[config.mk]
export PLATFORM = sky130hd
export DESIGN_NAME = mbist_march_ctrl
export DESIGN_NICKNAME = d
export VERILOG_FILES = /design/src/rtl/mbist_march_ctrl.sv
export SDC_FILE = /design/constraint.sdc
export NUM_CORES = 1
export LEC_CHECK = 0
export ABC_AREA = 0
export ABC_CLOCK_PERIOD_IN_PS = 1900
export CORE_MARGIN = 2
export CORE_UTILIZATION = 45
export DETAILED_ROUTE_END_ITERATION = 6
export PLACE_DENSITY = 0.86
export SLEW_MARGIN = 20
export SYNTH_ARGS = -nofsm -noshare
export SYNTH_HDL_FRONTEND = slang
export SYNTH_SLANG_ARGS = --single-unit
[constraint.sdc]
create_clock -name clk -period 1.9 [get_ports clk]
set_input_delay 0.19 -clock clk [delete_from_list [all_inputs] [get_ports clk]]
set_output_delay 0.19 -clock clk [all_outputs]
set_load 0.03 [all_outputs]
[src/rtl/mbist_march_ctrl.sv]
// rtl/mbist_march_ctrl.sv - March C- memory BIST controller driving a small SRAM array.
module mbist_march_ctrl #(
  parameter int ADDR_W = 2,
  parameter int DATA_W = 4
) (
  input  logic              clk,
  input  logic              rst,
  input  logic              start,
  output logic [ADDR_W-1:0] mem_addr,
  output logic [DATA_W-1:0] mem_din,
  output logic              mem_we,
  input  logic [DATA_W-1:0] mem_dout,
  output logic              busy,
  output logic              done,
  output logic              fail,
  output logic [ADDR_W-1:0] fail_addr,
  output logic [2:0]        fail_elem,
  output logic [DATA_W-1:0] fail_exp,
  output logic [DATA_W-1:0] fail_got,
  output logic [7:0]        fail_count
);

  typedef enum logic [1:0] {S_IDLE, S_RUN, S_DONE} state_t;

  state_t            state_q;
  logic [2:0]        elem_q, elem_d;
  logic              op_q, op_d;
  logic [ADDR_W-1:0] addr_q, addr_d;
  logic              we_q;
  logic [DATA_W-1:0] din_q, exp_q;
  logic              busy_q, done_q, fail_q;
  logic [ADDR_W-1:0] fail_addr_q;
  logic [2:0]        fail_elem_q;
  logic [DATA_W-1:0] fail_exp_q, fail_got_q;
  logic [7:0]        fail_count_q;

  logic two_op, desc, elem_end, last_op, next_we, next_bg;

  // Step to the next March operation; elements 3 and 4 walk addresses downward.
  always_comb begin
    elem_d   = elem_q;
    op_d     = op_q;
    addr_d   = addr_q;
    last_op  = 1'b0;
    two_op   = (elem_q != 3'd0) && (elem_q != 3'd5);
    desc     = (elem_q == 3'd3) || (elem_q == 3'd4);
    elem_end = desc ? (addr_q == '0) : (addr_q == {ADDR_W{1'b1}});
    if (two_op && !op_q) begin
      op_d = 1'b1;
    end else begin
      op_d = 1'b0;
      if (elem_end) begin
        if (elem_q == 3'd5) begin
          last_op = 1'b1;
        end else begin
          elem_d = elem_q + 3'd1;
          addr_d = ((elem_d == 3'd3) || (elem_d == 3'd4)) ? {ADDR_W{1'b1}} : '0;
        end
      end else begin
        addr_d = desc ? addr_q - 1'b1 : addr_q + 1'b1;
      end
    end
    // Op 0 of elements 1..5 is a read; M0 and op 1 of the pairs are writes.
    next_we = (elem_d == 3'd0) || op_d;
    next_bg = next_we ? ((elem_d == 3'd1) || (elem_d == 3'd3))
                      : ((elem_d == 3'd2) || (elem_d == 3'd4));
  end

  always_ff @(posedge clk) begin
    if (rst) begin
      state_q      <= S_IDLE;
      elem_q       <= '0;
      op_q         <= 1'b0;
      addr_q       <= '0;
      we_q         <= 1'b0;
      din_q        <= '0;
      exp_q        <= '0;
      busy_q       <= 1'b0;
      done_q       <= 1'b0;
      fail_q       <= 1'b0;
      fail_addr_q  <= '0;
      fail_elem_q  <= '0;
      fail_exp_q   <= '0;
      fail_got_q   <= '0;
      fail_count_q <= '0;
    end else begin
      case (state_q)
        S_RUN: begin
          if (!we_q && (mem_dout != exp_q)) begin
            fail_q <= 1'b1;
            if (fail_count_q != 8'hFF) fail_count_q <= fail_count_q + 8'd1;
            if (!fail_q) begin
              fail_addr_q <= addr_q;
              fail_elem_q <= elem_q;
              fail_exp_q  <= exp_q;
              fail_got_q  <= mem_dout;
            end
          end
          if (last_op) begin
            state_q <= S_DONE;
            busy_q  <= 1'b0;
            done_q  <= 1'b1;
            elem_q  <= '0;
            op_q    <= 1'b0;
            addr_q  <= '0;
            we_q    <= 1'b0;
            din_q   <= '0;
            exp_q   <= '0;
          end else begin
            elem_q <= elem_d;
            op_q   <= op_d;
            addr_q <= addr_d;
            we_q   <= next_we;
            din_q  <= next_we ? {DATA_W{next_bg}} : '0;
            exp_q  <= {DATA_W{next_bg}};
          end
        end
        default: begin
          if (start) begin
            state_q      <= S_RUN;
            busy_q       <= 1'b1;
            done_q       <= 1'b0;
            fail_q       <= 1'b0;
            fail_addr_q  <= '0;
            fail_elem_q  <= '0;
            fail_exp_q   <= '0;
            fail_got_q   <= '0;
            fail_count_q <= '0;
            elem_q       <= '0;
            op_q         <= 1'b0;
            addr_q       <= '0;
            we_q         <= 1'b1;
            din_q        <= '0;
            exp_q        <= '0;
          end
        end
      endcase
    end
  end

  assign mem_addr   = addr_q;
  assign mem_din    = din_q;
  assign mem_we     = we_q;
  assign busy       = busy_q;
  assign done       = done_q;
  assign fail       = fail_q;
  assign fail_addr  = fail_addr_q;
  assign fail_elem  = fail_elem_q;
  assign fail_exp   = fail_exp_q;
  assign fail_got   = fail_got_q;
  assign fail_count = fail_count_q;

endmodule

==> results.sh, run 1 <==
export IMPL_crit_path_start_kind="flop"
export IMPL_fin_crit_sh_pct=102
export IMPL_status="finished with violations"
export IMPL_p_total_uw=1390
export IMPL_drive_above_1_share_pct=27.9
export IMPL_min_path_cells=3
export IMPL_die_w_um=64.4
export IMPL_hold_viol=0
export IMPL_worstSetupPathDepth=6
export IMPL_ioPinCount=38
export IMPL_wl_per_cell_um=14.2
export IMPL_h_tree_depth=2
export IMPL_antenna_found_initial=0
export IMPL_die_h_um=64.4
export IMPL_slowest_stage="dfxtp_4"
export IMPL_vias_per_cell=5.36
export IMPL_post_dp_hpwl_um=3040
export IMPL_gr_total_overflow=0
export IMPL_layout_common_cells="clkdlybuf4s50_1 (37), buf_4 (34), dfxtp_1 (25), a21oi_1 (21), nand2_1 (20)"
export IMPL_finalNetCount=270
export IMPL_placedInstanceArea_sq_um=2250
export IMPL_worst_path_max_fanout=6
export IMPL_period_minus_slack_ns=1.93
export IMPL_synth_simple_area_share_pct=24.8
export IMPL_end_kind="flop"
export IMPL_synth_top_area_share_pct=36.6
export IMPL_cts_tree="done"
export IMPL_synth_fa_ha_area_share_pct=3.81
export IMPL_crit_chain="ha_2, mux2_4, mux2i_4, o211ai_1, a31o_1, a221oi_2"
export IMPL_diodes=0
export IMPL_syn_avg_cell_area_sq_um=8.56
export IMPL_die_area_sq_um=4150
export IMPL_area_growth_synth_to_final_pct=47.4
export IMPL_cts_sinks=30
export IMPL_cts_buffers=5
export IMPL_worstSkewPairLatency_ns=0.34
export IMPL_synth_nets=204
export IMPL_track_usage_pct=22.2
export IMPL_syn_inst=192
export IMPL_clock_fmax_mhz=517
export IMPL_grt_max_degree=21
export IMPL_ys_seq_area_share_pct=36.6
export IMPL_core_sq_um=3420
export IMPL_fin_util_pct=70.9
export IMPL_yosysWarnings=0
export IMPL_yosys_area_top_type="dfxtp_1"
export IMPL_maxCapViolations=0
export IMPL_ant_nets=0
export IMPL_leakagePower_uw=0.000885
export IMPL_num_rows=21
export IMPL_drv_slew=0
export IMPL_skew_ns=0.0130
export IMPL_fin_ws_ns=-0.0349
export IMPL_numPortBuffers=37
export IMPL_stdcell_area_sq_um=2420
export IMPL_setup_viol=2
export IMPL_critPathKind="reg -> reg"
export IMPL_gp_congestion=0.894
export IMPL_critical_path_top_delay_family="compound AO/OA/AOI/OAI gates"
export IMPL_synth_edf_count=0
export IMPL_hp_class="in -> reg"
export IMPL_slew_headroom_pct=73.1
export IMPL_initialDrtViolationCount=96
export IMPL_initial_core_util_pct=48.1
export IMPL_ys_ff_latch=30
export IMPL_fin_tns_setup_ns=-0.0656
export IMPL_drcViolationCount=0
export IMPL_grt_first_pass_wirelength_um=7090
export IMPL_synth_area_leaders="dfxtp_1 (37%), a21oi_1 (7.0%), nand2_1 (4.8%)"
export IMPL_cts_root_buf="clkbuf_4"
export IMPL_synth_mux_area_share_pct=4.42
export IMPL_synth_xor_area_share_pct=3.73
export IMPL_critPathMaxStageDelay_ns=0.36
export IMPL_ys_async_sr_fraction_pct=0
export IMPL_tightest_slew_ns=0.402
export IMPL_synth_distinct_cells=48
export IMPL_synth_ff_type="dfxtp_1"
export IMPL_dr_total_vias=1630
export IMPL_rsz0062_at_grt="yes"
export IMPL_drt_wl_total_um=4330
export IMPL_cp_data_arrival_time_ns=2.19
export IMPL_grt_pass1_vias=1541
export IMPL_synth_area_sq_um=1640
export IMPL_ir_drop_v=0.000442
export IMPL_path_clk_slew_ns=0.10
export IMPL_cp_buffers_inverters=0
export IMPL_violations="setup timing"
export IMPL_p_per_area_nw_per_um2=576
export IMPL_dr_pass1_iters=4
export IMPL_required_ns=2.15
export IMPL_synth_top_family_by_area="simple AND/OR/NAND/NOR gates"
export IMPL_ff2ff_path_depth=6
export IMPL_final_common_cell="clkdlybuf4s50_1"
export IMPL_cts_buffer_depth=2
export IMPL_synth_compound_area_share_pct=21.3
[layer usage]
metal  vias up  global-route usage [%]  wire, um
met5         -                       0         0
met4         0                    7.98        82
met3         9                    6.08       263
met2        50                    35.9      2050
met1       755                    28.5      1930
li1        816                       -         -
[worst min-delay path, stage by stage]
cell	delay [ns]
clkdlybuf4s50_1	0.43
nand3_1	0.08
a21oi_1	0.06
[final cells by class]
type / count / area [sq um]
multi-input combinational: 146 / 1010
timing repair buffer: 72 / 646
clock inverter: 1 / 30.0
clock buffer: 6 / 51.3
sequential: 30 / 612
tap: 46 / 57.6
inverter: 3 / 13.8
fill: 271 / 995
[per-stage QoR]
stage / setup slack, ns / hold slack [ns] / cells
2_1_floorplan: -0.0332 / 0.342 / 192
3_3_place_gp: -0.200 / 0.441 / 291
3_5_place_dp: -0.263 / 0.443 / 291
4_1_cts: -0.0261 / 0.449 / 300
5_1_grt: -0.127 / 0.475 / 304
6_report: -0.0349 / 0.457 / 304
[path summary, 6_finish.rpt]
check | startpoint | end | slack, ns
setup reg to reg | elem_q[0] | exp_q[2] | -0.03
setup / recovery | elem_q[0] | exp_q[2] | -0.03
hold / removal | mem_dout[1] | fail_got[1] | 0.46
hold reg to reg | fail_addr[0] | fail_addr[0] | 0.46
[flip-flops by register name, indices dropped and copies added, names as in the netlist]
signal,cells
elem_q,3
mem_din,1
fail,1
mem_we,1
state_q,2
fail_got,4
mem_addr,2
fail_count,8
fail_elem,3
op_q,1
fail_exp,1
fail_addr,2
exp_q,1
[synth_stat cells, drive strengths merged, types with 2 or more instances]
library cell  count
a21oi            23
and2              4
and3              2
and4              2
buf               9
clkbuf            4
dfxtp            30
ha                5
inv               3
mux2              2
mux2i             3
nand2            21
nand2b            5
nand3            14
nand4             4
nor2             19
nor2b             3
nor3              3
o211ai            2
o21a              2
o21ai             5
o311ai            2
xor2              6
[logic make-up (layout without fill, tap and decap cells)]
| kind of cell | after synthesis | after routing |
|---|---|---|
| AO/OA/AOI/OAI | 47 | 47 |
| AND/OR/NAND/NOR | 82 | 82 |
| multiplexers | 5 | 5 |
| flip-flops | 30 | 30 |
| buffers and inverters | 16 | 82 |
| XOR/XNOR | 7 | 7 |
| adder cells (fa/ha/maj) | 5 | 5 |
[timing repair]
action / CTS / global route
endpoints found under the setup margin: 5 / 16
pin swaps: 7 / 6
buffers inserted: 2 / 4
resized for setup: 5 / 9
hold buffers: 0 / 0
cloned: 0 / 0
[power by group]
part / total, uW / switching (uW) / internal, uW
sequential: 650 / 10.8 / 639
combinational: 209 / 120 / 89.1
clock: 535 / 229 / 306
No activity file was read; power rests on OpenSTA's default activity.
==> run 2, diff against run 1 <==
CAP_MARGIN = 10   (was not set)
SKIP_CTS_REPAIR_TIMING = 1   (was not set)
==> results.sh, run 2 (same netlist as run 1, synthesis figures left out) <==
export IMPL_area_growth_synth_to_final_pct=47.8
export IMPL_required_ns=2.15
export IMPL_wl_per_cell_um=14.1
export IMPL_use_met3_pct=6.77
export IMPL_critPathMaxStageDelay_ns=0.36
export IMPL_gr_total_overflow=0
export IMPL_h_tree_depth=2
export IMPL_grt_pass1_vias=1532
export IMPL_cp_data_arrival_time_ns=2.19
export IMPL_critPathLaunch="elem_q[0]"
export IMPL_hp_start="fail_addr[0]"
export IMPL_drcViolationCount=0
export IMPL_hold_viol=0
export IMPL_num_rows=21
export IMPL_finalNetCount=270
export IMPL_ir_drop_v=0.000442
export IMPL_leakagePower_uw=0.000888
export IMPL_largest_reg_flops=8
export IMPL_cts_tree="done"
export IMPL_internal_power_uw=1030
export IMPL_worstSkewPairLatency_ns=0.34
export IMPL_maxCapViolations=0
export IMPL_drive_above_1_share_pct=27.5
export IMPL_n_fill_cell=265
export IMPL_tightest_slew_ns=0.408
export IMPL_dr_pass1_iters=4
export IMPL_rsz0062_at_grt="yes"
export IMPL_track_usage_pct=21.7
export IMPL_met1_usage_pct=27.5
export IMPL_initial_core_util_pct=48.1
export IMPL_p_sw_share_pct=25.8
export IMPL_seq_power_share_pct=46.6
export IMPL_critPathKind="reg -> reg"
export IMPL_core_sq_um=3420
export IMPL_dr_total_vias=1629
export IMPL_critical_path_top_delay_family="multiplexers"
export IMPL_comb_power_share_pct=15.0
export IMPL_vias_per_cell=5.36
export IMPL_slowest_stage="dfxtp_4"
export IMPL_slew_headroom_pct=72.8
export IMPL_grt_use_met2_pct=34.5
export IMPL_fin_tns_setup_ns=-0.0739
export IMPL_die_area_sq_um=4150
export IMPL_hp_class="reg -> reg"
export IMPL_cts_sinks=30
export IMPL_cts_buffers=5
export IMPL_path_clk_slew_ns=0.10
export IMPL_seq_area_sq_um=612
export IMPL_grt_first_pass_wirelength_um=6920
export IMPL_crit_top_cell="mux2_4"
export IMPL_skew_ns=0.0139
export IMPL_die_h_um=64.4
export IMPL_stdcell_count=304
export IMPL_violations="setup timing"
export IMPL_crit_chain="ha_2, mux2_4, mux2_4, o21ai_1, nand2b_1, a31o_1, a221oi_2"
export IMPL_post_dp_hpwl_um=3040
export IMPL_rr_startpoint="elem_q[0]"
export IMPL_final_common_cell="clkdlybuf4s50_1"
export IMPL_ioPinCount=38
export IMPL_gp_congestion=0.894
export IMPL_die_w_um=64.4
export IMPL_p_per_area_nw_per_um2=574
export IMPL_fin_ws_ns=-0.0353
export IMPL_ant_nets=0
export IMPL_initialDrtViolationCount=64
export IMPL_period_minus_slack_ns=1.94
export IMPL_end_kind="flop"
export IMPL_drv_slew=0
export IMPL_worst_path_max_fanout=3
export IMPL_placed_cells=291
export IMPL_antenna_found_initial=0
export IMPL_multi_input_area_sq_um=1020
export IMPL_cts_buffer_depth=2
export IMPL_globalRoute_busiestLayer="met2"
export IMPL_layout_common_cells="clkdlybuf4s50_1 (37), buf_4 (34), dfxtp_1 (25), a21oi_1 (21), nand2_1 (20)"
export IMPL_p_sw_uw=359
export IMPL_grt_max_degree=21
export IMPL_status="finished with violations"
export IMPL_crit_path_start_kind="flop"
export IMPL_clockPowerShare_pct=38.4
export IMPL_fin_crit_sh_pct=102
export IMPL_diodes=0
export IMPL_hold_slack_ns=0.460
export IMPL_cts_root_buf="clkbuf_4"
export IMPL_setup_viol=3
export IMPL_numPortBuffers=37
export IMPL_cp_buffers_inverters=0
export IMPL_drt_wl_total_um=4270
export IMPL_clock_fmax_mhz=517
[run 2: worst register-to-register path, stage by stage, from the launching register on]
cell and delay, ns:
dfxtp_4 0.36, ha_2 0.19, mux2_4 0.31, mux2_4 0.34, o21ai_1 0.13, nand2b_1 0.09, a31o_1 0.20, a221oi_2 0.24
[run 2: area by class of cell]
cell class	count	share of cell area, %
clock buffer	6	2.11
timing repair buffer	72	26.6
multi-input combinational	146	41.9
clock inverter	1	1.24
tap	46	2.37
inverter	3	0.567
sequential	30	25.2
[run 2: worst paths after layout]
check / end / slack [ns] / cells after the start
setup / recovery: exp_q[2] / -0.04 / 7
hold / removal: fail_addr[0] / 0.46 / 2
setup reg to reg: exp_q[2] / -0.04 / 7
hold reg to reg: fail_addr[0] / 0.46 / 2
[run 2: power by group through the flow]
stage / clock network, uW / logic, uW / registers (uW)
after floorplan: 0 / 92.1 / 692
after global placement: 0 / 199 / 666
after detailed placement: 0 / 202 / 666
after CTS: 545 / 202 / 651
after global routing: 587 / 224 / 653
final: 535 / 209 / 650
[run 2: metal layers]
metal | vias up | part of all wire (%)
li1 | 818 | -
met4 | 0 | 1.8
met1 | 739 | 45
met5 | - | 0
met2 | 64 | 46
met3 | 8 | 7.4
[run 2: through the flow]
step | utilization (%) | area, sq um | power [uW] | setup WS (ns)
finish | 71.1 | 2430 | 1390 | -0.0353
global route | 71.1 | 2430 | 1460 | -0.117
CTS | 68.4 | 2330 | 1400 | -0.111
detailed placement | 66.0 | 2250 | 868 | -0.263
global placement | 66.0 | 2250 | 865 | -0.200
floorplan | - | 1670 | 784 | -0.0332
==> run 3, diff against run 2 <==
CTS_CLUSTER_SIZE = 40   (was not set)
HOLD_SLACK_MARGIN = 0.03   (was not set)
==> results of run 3 <==
No change in the layout: final DEF, timing and power equal those of run 2.
